**src/rtl/prog_loader.sv**
```systemverilog
// prog_loader: boot-time program loader in front of the processor's 128x16
// memory. Takes a byte stream (length, hi/lo byte pairs, XOR checksum),
// writes the assembled words from address 0 upward and only releases the
// processor once the checksum matches.
module prog_loader #(
  parameter int ADDR_W = 7,
  parameter int DEPTH  = 128
) (
  input  logic              clk,
  input  logic              reset,
  input  logic              start,
  input  logic              rx_valid,
  input  logic [7:0]        rx_data,
  output logic              rx_ready,
  output logic              mem_we,
  output logic [ADDR_W-1:0] mem_addr,
  output logic [15:0]       mem_wdata,
  output logic              cpu_run,
  output logic              done,
  output logic              err
);

  typedef enum logic [2:0] {IDLE, LEN, HI, LO, WR, CHK, RUN, ERR} state_t;

  localparam logic [8:0] DEPTH_MAX = 9'(DEPTH);

  state_t     state, next_state;
  logic [7:0] count;
  logic [7:0] n_words;
  logic [7:0] hi_byte;
  logic [7:0] csum;
  logic       xfer;
  logic       len_ok;
  logic       last_word;

  // A byte only counts when it is handshaken and no restart is requested.
  assign rx_ready  = (state == LEN) || (state == HI) || (state == LO) || (state == CHK);
  assign xfer      = rx_valid && rx_ready && !start;
  assign len_ok    = (rx_data != 8'd0) && ({1'b0, rx_data} <= DEPTH_MAX);
  assign last_word = (count + 8'd1) == n_words;

  // State register.
  always_ff @(posedge clk or negedge reset) begin
    if (!reset) state <= IDLE;
    else        state <= next_state;
  end

  // Next-state logic: start overrides everything, bytes advance the FSM only on transfer.
  always_comb begin
    next_state = state;
    if (start) begin
      next_state = LEN;
    end else begin
      case (state)
        IDLE:     next_state = IDLE;
        LEN:      if (xfer) next_state = len_ok ? HI : ERR;
        HI:       if (xfer) next_state = LO;
        LO:       if (xfer) next_state = WR;
        WR:       next_state = last_word ? CHK : HI;
        CHK:      if (xfer) next_state = (rx_data == csum) ? RUN : ERR;
        RUN, ERR: next_state = state;
        default:  next_state = IDLE;
      endcase
    end
  end

  // Datapath: length/byte latches, checksum, registered write port and status flags.
  // The low byte goes straight into the write-data register so the word is
  // presented during the WR cycle that follows its transfer.
  always_ff @(posedge clk or negedge reset) begin
    if (!reset) begin
      count     <= '0;
      n_words   <= '0;
      hi_byte   <= '0;
      csum      <= '0;
      mem_we    <= 1'b0;
      mem_addr  <= '0;
      mem_wdata <= '0;
      cpu_run   <= 1'b0;
      done      <= 1'b0;
      err       <= 1'b0;
    end else begin
      mem_we  <= 1'b0;
      cpu_run <= (next_state == RUN);
      done    <= (next_state == RUN);
      err     <= (next_state == ERR);
      if (start) begin
        count <= '0;
        csum  <= '0;
      end else begin
        case (state)
          LEN: if (xfer && len_ok) n_words <= rx_data;
          HI: if (xfer) begin
            hi_byte <= rx_data;
            csum    <= csum ^ rx_data;
          end
          LO: if (xfer) begin
            csum      <= csum ^ rx_data;
            mem_we    <= 1'b1;
            mem_addr  <= count[ADDR_W-1:0];
            mem_wdata <= {hi_byte, rx_data};
          end
          WR:      count <= count + 8'd1;
          default: ;
        endcase
      end
    end
  end

endmodule

```
**config.mk**
```make
export PLATFORM = sky130hd
export DESIGN_NAME = prog_loader
export DESIGN_NICKNAME = d
export VERILOG_FILES = /design/src/rtl/prog_loader.sv
export SDC_FILE = /design/constraint.sdc
export NUM_CORES = 1
export LEC_CHECK = 0
export ABC_AREA = 1
export ABC_CLOCK_PERIOD_IN_PS = 1500
export CORE_ASPECT_RATIO = 1.25
export CORE_UTILIZATION = 30
export DETAILED_ROUTE_END_ITERATION = 8
export GPL_TIMING_DRIVEN = 0
export PLACE_DENSITY = 0.59
export SLEW_MARGIN = 20
export SYNTH_ARGS = -nofsm -noshare
export SYNTH_HDL_FRONTEND = slang
export SYNTH_SLANG_ARGS = --single-unit
```
**constraint.sdc**
```tcl
create_clock -name clk -period 1.5 [get_ports clk]
set_input_delay 0.225 -clock clk [delete_from_list [all_inputs] [get_ports clk]]
set_output_delay 0.225 -clock clk [all_outputs]
set_load 0.1 [all_outputs]
```
==> Word level (Yosys, flattened, before mapping) <==
Index checks and enable logic that the tools add are counted.
{ "op_classes": {"n_lt_le_gt_ge": 1, "n_reduce_logical": 19, "bitwise_logic": 2, "n_eq_ne": 11, "add_sub_neg": 1, "mux": 17} }
{ "op_table": {"columns": ["cell", "count"], "rows": [
  ["$mux 8", 5],
  ["$mux 3", 7],
  ["$pmux 3 s7", 1],
  ["$eq 3x3->1 const B", 6],
  ["$eq 8x8->1", 2],
  ["$reduce_and 3->1", 3],
  ["$add 8x1->8 const B", 1],
  ["$le 8x8->1 const B", 1],
  ["$reduce_bool 8->1", 1],
  ["$xor 8x8->8", 1],
  ["$eq 3x2->1 const B", 2],
  ["$reduce_bool 2->1", 3],
  ["$logic_and 1x1->1", 4],
  ["$mux 1", 4],
  ["$reduce_or 2->1", 2],
  ["$eq 3x1->1 const B", 1],
  ["$logic_not 3->1", 1],
  ["$logic_or 1x1->1", 3],
  ["$reduce_and 2->1", 1],
  ["$logic_not 1->1", 1],
  ["$not 1->1", 1]
]} }
{ "word_totals": {"input_bits": 12, "output_inout_bits": 28, "regBits": 61} }

==> Logic depth before layout (Yosys ltp) <==
Gate-level depths: netlist of the first run.
{ "depth": {"word_depth": 10, "mapped_depth": 14, "mapped_depth_nobuf": 14} }

==> Worst setup path before layout of the first run <==
OpenSTA, ideal clock, no wires.
{ "synth_path": {"kind": "reg-to-reg", "start": "register state[2]", "end": "register n_words[5]", "period_less_slack_ns": 2.170, "slack_ns": -0.670, "setup_time_ns": 0.131, "stages_incl_launch_ff": 10, "t_arrival_ns": 2.039, "path_buffers": 1, "cell_sequence": "dfrtp_1 -> inv_2 -> nand2_2 -> nand2_1 -> nand2_2 -> nor2_2 -> nand4_2 -> clkbuf_1 -> nand2_1 -> o21ai_0"} }
{ "synth_between": {"elab_chain_len": 8, "elab_cells_between_ends": 11, "classes_between": "eq/ne: 4; reduce/logical: 7"} }
{ "synth_lines": {"columns": ["element", "line_no", "rtl"], "rows": [
  ["start: declaration", "27", "state_t state, next_state;"],
  ["start signal: assignment", "45", "else state <= next_state;"],
  ["$eq 3x1->1 or $eq 3x2->1 (tied branches)", "37", "assign rx_ready = (state == LEN) || (state == HI) || (state == LO) || (state == CHK);"],
  ["$logic_or 1x1->1 (2 in a row)", "37", null],
  ["$logic_or 1x1->1 *", "37", null],
  ["net rx_ready", "14", "output logic rx_ready,"],
  ["$logic_and 1x1->1 * (2 in a row)", "38", "assign xfer = rx_valid && rx_ready && !start;"],
  ["$logic_and 1x1->1 *", "92", "LEN: if (xfer && len_ok) n_words <= rx_data;"],
  ["$reduce_and 3->1 (no line) *", null, null],
  ["end signal: assignment", "92", null],
  ["end: declaration", "29", "logic [7:0] n_words;"]
]} }
The timed path passes the listed nets; every way through them passes the cells marked *.
A chain may end at the register's enable or synchronous reset.

==> Worst setup path after layout of the first run <==
{ "layout_path": {"start": "register count[1]", "end": "register done"} }
{ "layout_between": {"elab_chain_len": 6} }
{ "layout_lines": {"columns": ["element", "line_no", "rtl"], "rows": [
  ["start: declaration", "28", "logic [7:0] count;"],
  ["start signal: assignment", "103", "WR: count <= count + 8'd1;"],
  ["$add 8x1->8", "40", "assign last_word = (count + 8'd1) == n_words;"],
  ["$eq 8x8->1", "40", null],
  ["$mux 3", "59", "WR: next_state = last_word ? CHK : HI;"],
  ["$pmux 3 s7", "54", "case (state)"],
  ["$mux 3", "51", "if (start) begin"],
  ["$eq 3x3->1", "85", "done <= (next_state == RUN);"],
  ["end signal: assignment", "85", null],
  ["end: declaration", "19", "output logic done,"]
]} }
Every way passes these cells.

==> key figures, run 1 <==
Final layout
  – Area taken by flip-flops and latches: 1530 µm²
  – Fraction of the core area covered by cells at the end of the flow: 0.442
  – Area used by multi-input combinational logic: 1300 µm²
  – Fraction of layout cells with a size suffix above 1: 0.290
  – Post-layout net count: 419
  – Area growth from synthesis to layout: 42.3%
  – Number of diodes added for antenna fixing: 0
  – Filler Cell Count: 925

Pwr
  – P_leak: 1.87 nW
  – Total power per unit cell area: 1570 nW/µm²
  – Power consumption: 0.00634 W
  – Peak ir drop on the vdd network: 0.000971 V

Route
  – Via count: 2443
  – Post-Route M1 WL: 3.01 mm
  – Remaining antenna violation count after routing: 0
  – Routed wl met2: 3.44 mm
  – Final routed DRC violation total: 0
  – DR vias/cell: 4.57
  – Top layer reached by signal wires: met4
  – Total iterations of the first detailed-routing run: 4
  – Detail-routed net length per standard cell: 12.6 µm
  – DRT Wirelength: 6.72 mm
  – Metal3 WL: 165 µm
  – Number of DRC violations after detailed-routing iteration 0: 71

Yosys
  – Mux cell area share after synthesis: 0
  – Arithmetic-cell share of the synthesized area counting full adders, half adders and majority gates: 0.00439
  – Fraction of the yosys area taken by sequential cells: 0.536
  – Count of different cell masters after synthesis: 24
  – Combinational family with the most area after synthesis: simple AND/OR/NAND/NOR gates
  – Syn Area/Cell: 8.28 µm²
  – Yosys top cell by area: sky130_fd_sc_hd__dfrtp_1
  – Total nets after synthesis: 357
  – Compound-Gate Fraction of Synth Area: 0.101
  – Prevailing post-synth register cell: sky130_fd_sc_hd__dfrtp_1
  – Post-synth ARST share: 1.00
  – Share of the synthesized area in the top cell type: 0.536
  – Most numerous cell types in the synthesized netlist: 98 x sky130_fd_sc_hd__nand2_1, 61 x sky130_fd_sc_hd__dfrtp_1, 44 x sky130_fd_sc_hd__inv_1
  – Count of state elements after synthesis: 61
  – Count of flip-flops with a built-in enable after synthesis: 0
  – Warning count from the yosys run: 0
  – Most used standard cell by instance count after synthesis: sky130_fd_sc_hd__nand2_1
  – Share of the synthesized netlist area taken by xor and xnor gates: 0.0308
  – Post-Syn Instances: 344
  – Simple logic cell fraction of the synthesized area: 0.256
  – Area of the mapped netlist: 2850 µm²
  – Synth top area cells: sky130_fd_sc_hd__dfrtp_1 54%, sky130_fd_sc_hd__nand2_1 13%, sky130_fd_sc_hd__o21ai_0 7.2%

GRT
  – Leftover overflow at the end of global routing: 0
  – Wire length of the first global-routing pass: 11.3 mm
  – Largest net degree at the start of global routing: 43
  – Total routing usage reported by global routing: 0.149
  – Number of antenna violations at the first check in global routing: 0
  – Via count of the first global-routing pass: 2282

Critical path
  – Critical-path cell with the highest stage delay: sky130_fd_sc_hd__dfrtp_1
  – Library cell appearing most often on the critical path: sky130_fd_sc_hd__nand2_1
  – CP cell instances: ha_4 -> inv_2 -> nand2_2 -> nand2_1 -> nand2_1 -> nand2_1 -> nor2_1 -> nand2_1 -> nor2_2 -> nand3_1 -> nand2_2 -> nand2_2 -> nand3_2 -> nor2_1
  – Count of buffer and inverter cells on the critical path: 1
  – Kind of cell adding the most delay to the critical path: simple AND/OR/NAND/NOR gates
  – Kind of end point of the critical path: flip-flop
  – Kind of critical path: flip-flop to flip-flop
  – Startpoint class of the critical path: flip-flop
  – WP data arrival: 1880 ps
  – Longest individual stage delay on the worst path: 420 ps
  – Endpoint required time on the critical path: 1720 ps
  – Top fanout value on the critical path: 5

Placement
  – Routability congestion estimate from global placement: 0.774
  – Number of buffer cells added on primary ports: 39
  – Final HPWL DP: 4.85 mm

Clock network
  – CTS tree: yes
  – Buffer levels on the longest clock path: 2
  – Number of sinks on the clock net: 61
  – Root Buffer: sky130_fd_sc_hd__clkbuf_16
  – Clock transition at path regs: 60 ps
  – Clock insertion delay at the later pin of the skew report: 330 ps
  – Clock H-tree levels: 3
  – CTS Buf Count: 9

Run status
  – Outcome: complete, but fails checks
  – Violations in the final reports: setup timing

STA
  – Number of failing hold endpoints at the final stage: 0
  – Highest attainable clock frequency: 601 MHz
  – Fraction of the cycle the final worst path needs: 1.11
  – Fin Hold WS: 319 ps
  – Final-report max-slew violation count: 0
  – Layout Skew: 5.54 ps
  – Setup violators final: 6
  – Setup WS post-layout: -163 ps
  – Setup TNS: -562 ps
  – Worst-Margin Slew: 654 ps
  – Slew margin rel.: 0.561
  – Setup repair after global routing missed its margin: true
  – Period minus WS final: 1660 ps

Floorplanning
  – Initial cell density of the core: 0.310
  – # IOs: 40
  – Die X: 89.1 µm
  – Chip height: 111 µm
  – Placeable core region: 9170 µm²
  – Die footprint: 9890 µm²
  – Num rows: 39

Hold path
  – Path class of the lowest-slack min-delay path: input port to asynchronous set/reset pin

Flow run
  – Reported max-cap violation count: 0
==> layout by cell type, fill, tap and decap left out, types with 5 or more instances in the layout <==
master	instances
sky130_fd_sc_hd__nand2_1	84
sky130_fd_sc_hd__dfrtp_1	57
sky130_fd_sc_hd__inv_1	40
sky130_fd_sc_hd__o21ai_0	32
sky130_fd_sc_hd__nand3_1	23
sky130_fd_sc_hd__clkdlybuf4s15_2	16
sky130_fd_sc_hd__nand2_2	15
sky130_fd_sc_hd__nor2_1	13
sky130_fd_sc_hd__buf_4	10
sky130_fd_sc_hd__clkbuf_16	10
sky130_fd_sc_hd__clkdlybuf4s18_2	10
sky130_fd_sc_hd__o21ai_1	9
sky130_fd_sc_hd__clkdlybuf4s50_1	9
sky130_fd_sc_hd__xnor2_1	7
sky130_fd_sc_hd__o22ai_1	7
sky130_fd_sc_hd__inv_2	6
sky130_fd_sc_hd__nand2_4	5
sky130_fd_sc_hd__nor2_4	5
sky130_fd_sc_hd__nand3_2	5
sky130_fd_sc_hd__nor2_2	5
==> cells by family after synthesis <==
| group | count (synthesis) |
|---|---|
| adders and majority gates | 1 |
| buffers and inverters | 53 |
| and+or+nand+nor | 164 |
| xor gates and xnor gates | 10 |
| DFF | 61 |
| AOI/OAI and AO/OA | 55 |
==> area by class of cell <==
cell class | count | share of cell area
timing repair buffer | 52 | 0.138
multi-input combinational | 230 | 0.320
tap | 123 | 0.0380
buffer | 6 | 0.0151
sequential | 61 | 0.378
inverter | 46 | 0.0426
clock buffer | 9 | 0.0556
clock inverter | 7 | 0.0127
==> through the flow <==
stage	setup WS, ps	instance area (µm²)	cells
2_1_floorplan	-24.7	2940	344
3_3_place_gp	-2030	3490	506
3_5_place_dp	-555	3500	507
4_1_cts	-170	3880	527
5_1_grt	-316	4050	534
6_report	-163	4050	534
==> state kept, by name, indices dropped and copies added (netlist names) <==
signal     flops
count          8
csum           8
done           1
err            1
hi_byte        8
mem_addr       7
mem_wdata     16
mem_we         1
n_words        8
state          3
==> path summary, 6_finish.rpt <==
kind | start | endpoint | slack (ps) | cells after the start
max reg2reg | count[1]$_DFFE_PN0P_ | done$_DFF_PN0_ | -160 | 14
max in group asynchronous | reset | done$_DFF_PN0_ | 650 | 3
max | count[1]$_DFFE_PN0P_ | done$_DFF_PN0_ | -160 | 14
min | reset | mem_wdata[8]$_DFFE_PN0P_ | 320 | 2
min in group clk | start | state[1]$_DFF_PN0_ | 400 | 2
min reg2reg | hi_byte[2]$_DFFE_PN0P_ | mem_wdata[10]$_DFFE_PN0P_ | 480 | 2
==> where the power goes <==
group,total (W),switching (W),internal (W)
Clock,0.00189,0.000771,0.00112
Sequential,0.00219,0.000241,0.00195
Combinational,0.00226,0.00163,0.000627
Total,0.00634,0.00264,0.00370
==> what timing repair did <==
item / CTS / global route
endpoints found under the hold margin: 19 / 0
endpoints found under the setup margin: 80 / 67
pin swaps: 8 / 9
cloned: 0 / 1
buffers inserted: 3 / 7
hold buffers: 1 / 0
resized for setup: 103 / 48
==> layer usage <==
| layer | global-route usage | vias up |
|---|---|---|
| met3 | 0.0298 | 7 |
| met4 | 0.0561 | 0 |
| met5 | 0 | - |
| li1 | - | 1231 |
| met2 | 0.235 | 34 |
| met1 | 0.201 | 1171 |
(Power assumes the default switching activity.)
==> inputs of run 2 (changes only) <==
- SKIP_CTS_REPAIR_TIMING: not set -> 1
==> run 2 against run 1 <==
The run still ends with setup timing left. Sequential cell count unchanged. Total power decreased by 3.7%. Final cell count decreased by 1.1%. Die area unchanged. Hold slack got worse by 2.9 ps. Clock-buffer cell count unchanged. Non-clock buffer count decreased by 6. Maximum frequency decreased by 0.45%. Critical endpoint is now err$_DFF_PN0_. Largest cell class unchanged. Largest power group is now registers.
==> key figures, run 2 (synthesis gave the netlist of run 1 again) <==
Final layout
  – Count of placed standard cells in the final layout, fillers left out: 528 (was 534)
  – Reg with most FFs: mem_wdata (unchanged)
  – Largest register FFs: 16 (unchanged)
  – Highest-count cells in the layout ignoring fill and taps: 93 x sky130_fd_sc_hd__nand2_1, 58 x sky130_fd_sc_hd__dfrtp_1, 41 x sky130_fd_sc_hd__o21ai_0 (was 84 x sky130_fd_sc_hd__nand2_1, 57 x sky130_fd_sc_hd__dfrtp_1, 40 x sky130_fd_sc_hd__inv_1)
  – Area taken by flip-flops and latches: 1530 µm² (about the same)
  – Filler Cell Count: 967 (was 925)
  – Most common cell after layout, fill and taps aside: sky130_fd_sc_hd__nand2_1 (unchanged)
  – Area growth from synthesis to layout: 32.2% (was 42.3%)
  – Post-layout net count: 413 (was 419)
  – Area used by multi-input combinational logic: 1260 µm² (was 1300 µm²)
  – Number of diodes added for antenna fixing: 0 (unchanged)
  – Fraction of the core area covered by cells at the end of the flow: 0.410 (was 0.442)
  – Fraction of layout cells with a size suffix above 1: 0.249 (was 0.290)

GRT
  – Leftover overflow at the end of global routing: 0 (unchanged)
  – Number of antenna violations at the first check in global routing: 0 (unchanged)
  – Wire length of the first global-routing pass: 11.2 mm (was 11.3 mm)
  – Via count of the first global-routing pass: 2249 (was 2282)
  – Total routing usage reported by global routing: 0.147 (was 0.149)
  – Largest net degree at the start of global routing: 43 (unchanged)

Route
  – Via count: 2421 (was 2443)
  – DRT Wirelength: 6.64 mm (was 6.72 mm)
  – Total iterations of the first detailed-routing run: 4 (unchanged)
  – Number of DRC violations after detailed-routing iteration 0: 78 (was 71)
  – Remaining antenna violation count after routing: 0 (unchanged)
  – Final routed DRC violation total: 0 (unchanged)
  – DR vias/cell: 4.59 (was 4.57)
  – Detail-routed net length per standard cell: 12.6 µm (about the same)

Placement
  – Final HPWL DP: 4.85 mm (unchanged)
  – Minimum setup slack after placement: -555 ps (unchanged)
  – Routability congestion estimate from global placement: 0.774 (unchanged)
  – Number of buffer cells added on primary ports: 39 (unchanged)
  – Placed Cells incl. Taps: 507 (unchanged)

Floorplanning
  – Num rows: 39 (unchanged)
  – Die X: 89.1 µm (unchanged)
  – # IOs: 40 (unchanged)
  – Die footprint: 9890 µm² (unchanged)
  – Initial cell density of the core: 0.310 (unchanged)
  – Placeable core region: 9170 µm² (unchanged)
  – Chip height: 111 µm (unchanged)

Critical path
  – Count of buffer and inverter cells on the critical path: 1 (unchanged)
  – Endpoint required time on the critical path: 1760 ps (was 1720 ps)
  – Total number of cells along the worst setup path: 13 (was 14)
  – Top fanout value on the critical path: 5 (unchanged)
  – Longest individual stage delay on the worst path: 410 ps (was 420 ps)
  – Path depth of the worst reg2reg path: 13 (was 14)
  – Startpoint class of the critical path: flip-flop (unchanged)
  – Kind of critical path: flip-flop to flip-flop (unchanged)
  – WP data arrival: 1930 ps (was 1880 ps)
  – Library cell appearing most often on the critical path: sky130_fd_sc_hd__nand2_1 (unchanged)
  – Kind of end point of the critical path: flip-flop (unchanged)
  – CP cell instances: ha_4 -> inv_2 -> nand2_2 -> nand2_1 -> nand2_1 -> nand2_1 -> nor2_1 -> nand2_1 -> nor2_2 -> nand4_2 -> nand2_1 -> nand3_2 -> nor2_1 (was ha_4 -> inv_2 -> nand2_2 -> nand2_1 -> nand2_1 -> nand2_1 -> nor2_1 -> nand2_1 -> nor2_2 -> nand3_1 -> nand2_2 -> nand2_2 -> nand3_2 -> nor2_1)
  – Kind of cell adding the most delay to the critical path: simple AND/OR/NAND/NOR gates (unchanged)
  – Critical-path cell with the highest stage delay: sky130_fd_sc_hd__dfrtp_1 (unchanged)

STA
  – Worst-Margin Slew: 624 ps (was 654 ps)
  – Final-report max-slew violation count: 0 (unchanged)
  – Period minus WS final: 1670 ps (was 1660 ps)
  – Fraction of the cycle the final worst path needs: 1.11 (about the same)
  – Slew margin rel.: 0.581 (was 0.561)
  – Layout Skew: 5.83 ps (was 5.54 ps)
  – Setup violators final: 18 (was 6)
  – Number of failing hold endpoints at the final stage: 0 (unchanged)
  – Setup WS post-layout: -171 ps (was -163 ps)
  – Setup repair after global routing missed its margin: true (unchanged)
  – Fin Hold WS: 316 ps (was 319 ps)
  – Highest attainable clock frequency: 598 MHz (was 601 MHz)

Hold path
  – Path class of the lowest-slack min-delay path: input port to asynchronous set/reset pin (unchanged)

Clock network
  – Clock H-tree levels: 3 (unchanged)
  – Clock insertion delay at the later pin of the skew report: 330 ps (about the same)
  – CTS Buf Count: 9 (unchanged)
  – Clock transition at path regs: 60 ps (about the same)
  – CTS tree: yes (unchanged)
  – Number of sinks on the clock net: 61 (unchanged)
  – Buffer levels on the longest clock path: 2 (unchanged)
  – Root Buffer: sky130_fd_sc_hd__clkbuf_16 (unchanged)

Run status
  – Violations in the final reports: setup timing (unchanged)
  – Outcome: complete, but fails checks (unchanged)

Pwr
  – P_leak: 1.84 nW (was 1.87 nW)
  – Total power per unit cell area: 1620 nW/µm² (was 1570 nW/µm²)
  – Peak ir drop on the vdd network: 0.000909 V (was 0.000971 V)

Flow run
  – Reported max-cap violation count: 0 (unchanged)
==> run 2: cell count changes in the layout (fill, tap and decap cells not counted), moves of 2 or more <==
cell,previous run,this run
sky130_fd_sc_hd__clkbuf_2,1,27
sky130_fd_sc_hd__clkdlybuf4s15_2,16,0
sky130_fd_sc_hd__clkdlybuf4s18_2,10,0
sky130_fd_sc_hd__nand2_1,84,93
sky130_fd_sc_hd__o21ai_0,32,41
sky130_fd_sc_hd__nand2_2,15,8
sky130_fd_sc_hd__o21ai_1,9,2
sky130_fd_sc_hd__buf_6,4,1
sky130_fd_sc_hd__buf_12,3,1
sky130_fd_sc_hd__buf_2,1,3
sky130_fd_sc_hd__buf_4,10,8
sky130_fd_sc_hd__o21ai_2,2,0
==> run 2: metrics by stage <==
step	setup TNS (ps)	area (µm²)	total power [W]
final	-800	3760	0.00611
after global routing	-4880	3760	0.00643
after CTS	-23450	3780	0.00625
after detailed placement	-29980	3500	0.00434
after global placement	-138040	3490	0.00430
after floorplan	-283	2940	0.00378
==> run 2: worst reg2reg max path: stages, from the launching register on <==
cell and delay (ps):
sky130_fd_sc_hd__dfrtp_1 410, sky130_fd_sc_hd__ha_4 200, sky130_fd_sc_hd__inv_2 40, sky130_fd_sc_hd__nand2_2 70, sky130_fd_sc_hd__nand2_1 60, sky130_fd_sc_hd__nand2_1 50
sky130_fd_sc_hd__nand2_1 40, sky130_fd_sc_hd__nor2_1 90, sky130_fd_sc_hd__nand2_1 70, sky130_fd_sc_hd__nor2_2 130, sky130_fd_sc_hd__nand4_2 160, sky130_fd_sc_hd__nand2_1 110
sky130_fd_sc_hd__nand3_2 70, sky130_fd_sc_hd__nor2_1 100
==> run 2: cell type report <==
cell class                 instances  area share
sequential                        61       0.407
inverter                          46      0.0459
buffer                             7      0.0146
clock inverter                     7      0.0136
tap                              123      0.0409
multi-input combinational        230       0.335
timing repair buffer              45      0.0831
clock buffer                       9      0.0598
==> run 2: layer usage <==
| layer | track usage | wire length (µm) | up-vias |
|---|---|---|---|
| li1 | - | - | 1223 |
| met2 | 0.230 | 3350 | 35 |
| met5 | 0 | 0 | - |
| met3 | 0.0313 | 187 | 7 |
| met1 | 0.197 | 3000 | 1156 |
| met4 | 0.0550 | 106 | 0 |
==> run 2: worst paths after layout <==
check | start | endpoint | slack [ps]
min | reset | mem_wdata[8]$_DFFE_PN0P_ | 320
max reg2reg | count[1]$_DFFE_PN0P_ | err$_DFF_PN0_ | -170
max in group asynchronous | reset | done$_DFF_PN0_ | 650
min reg2reg | mem_wdata[15]$_DFFE_PN0P_ | mem_wdata[15]$_DFFE_PN0P_ | 480
min in group clk | start | state[2]$_DFF_PN0_ | 320
max | count[1]$_DFFE_PN0P_ | err$_DFF_PN0_ | -170
==> run 2: power breakdown <==
group,leakage [nW],internal [W],switching (W)
sequential,0.817,0.00195,0.000220
clock,0.132,0.00112,0.000769
combinational,0.888,0.000443,0.00160
total,1.84,0.00352,0.00259
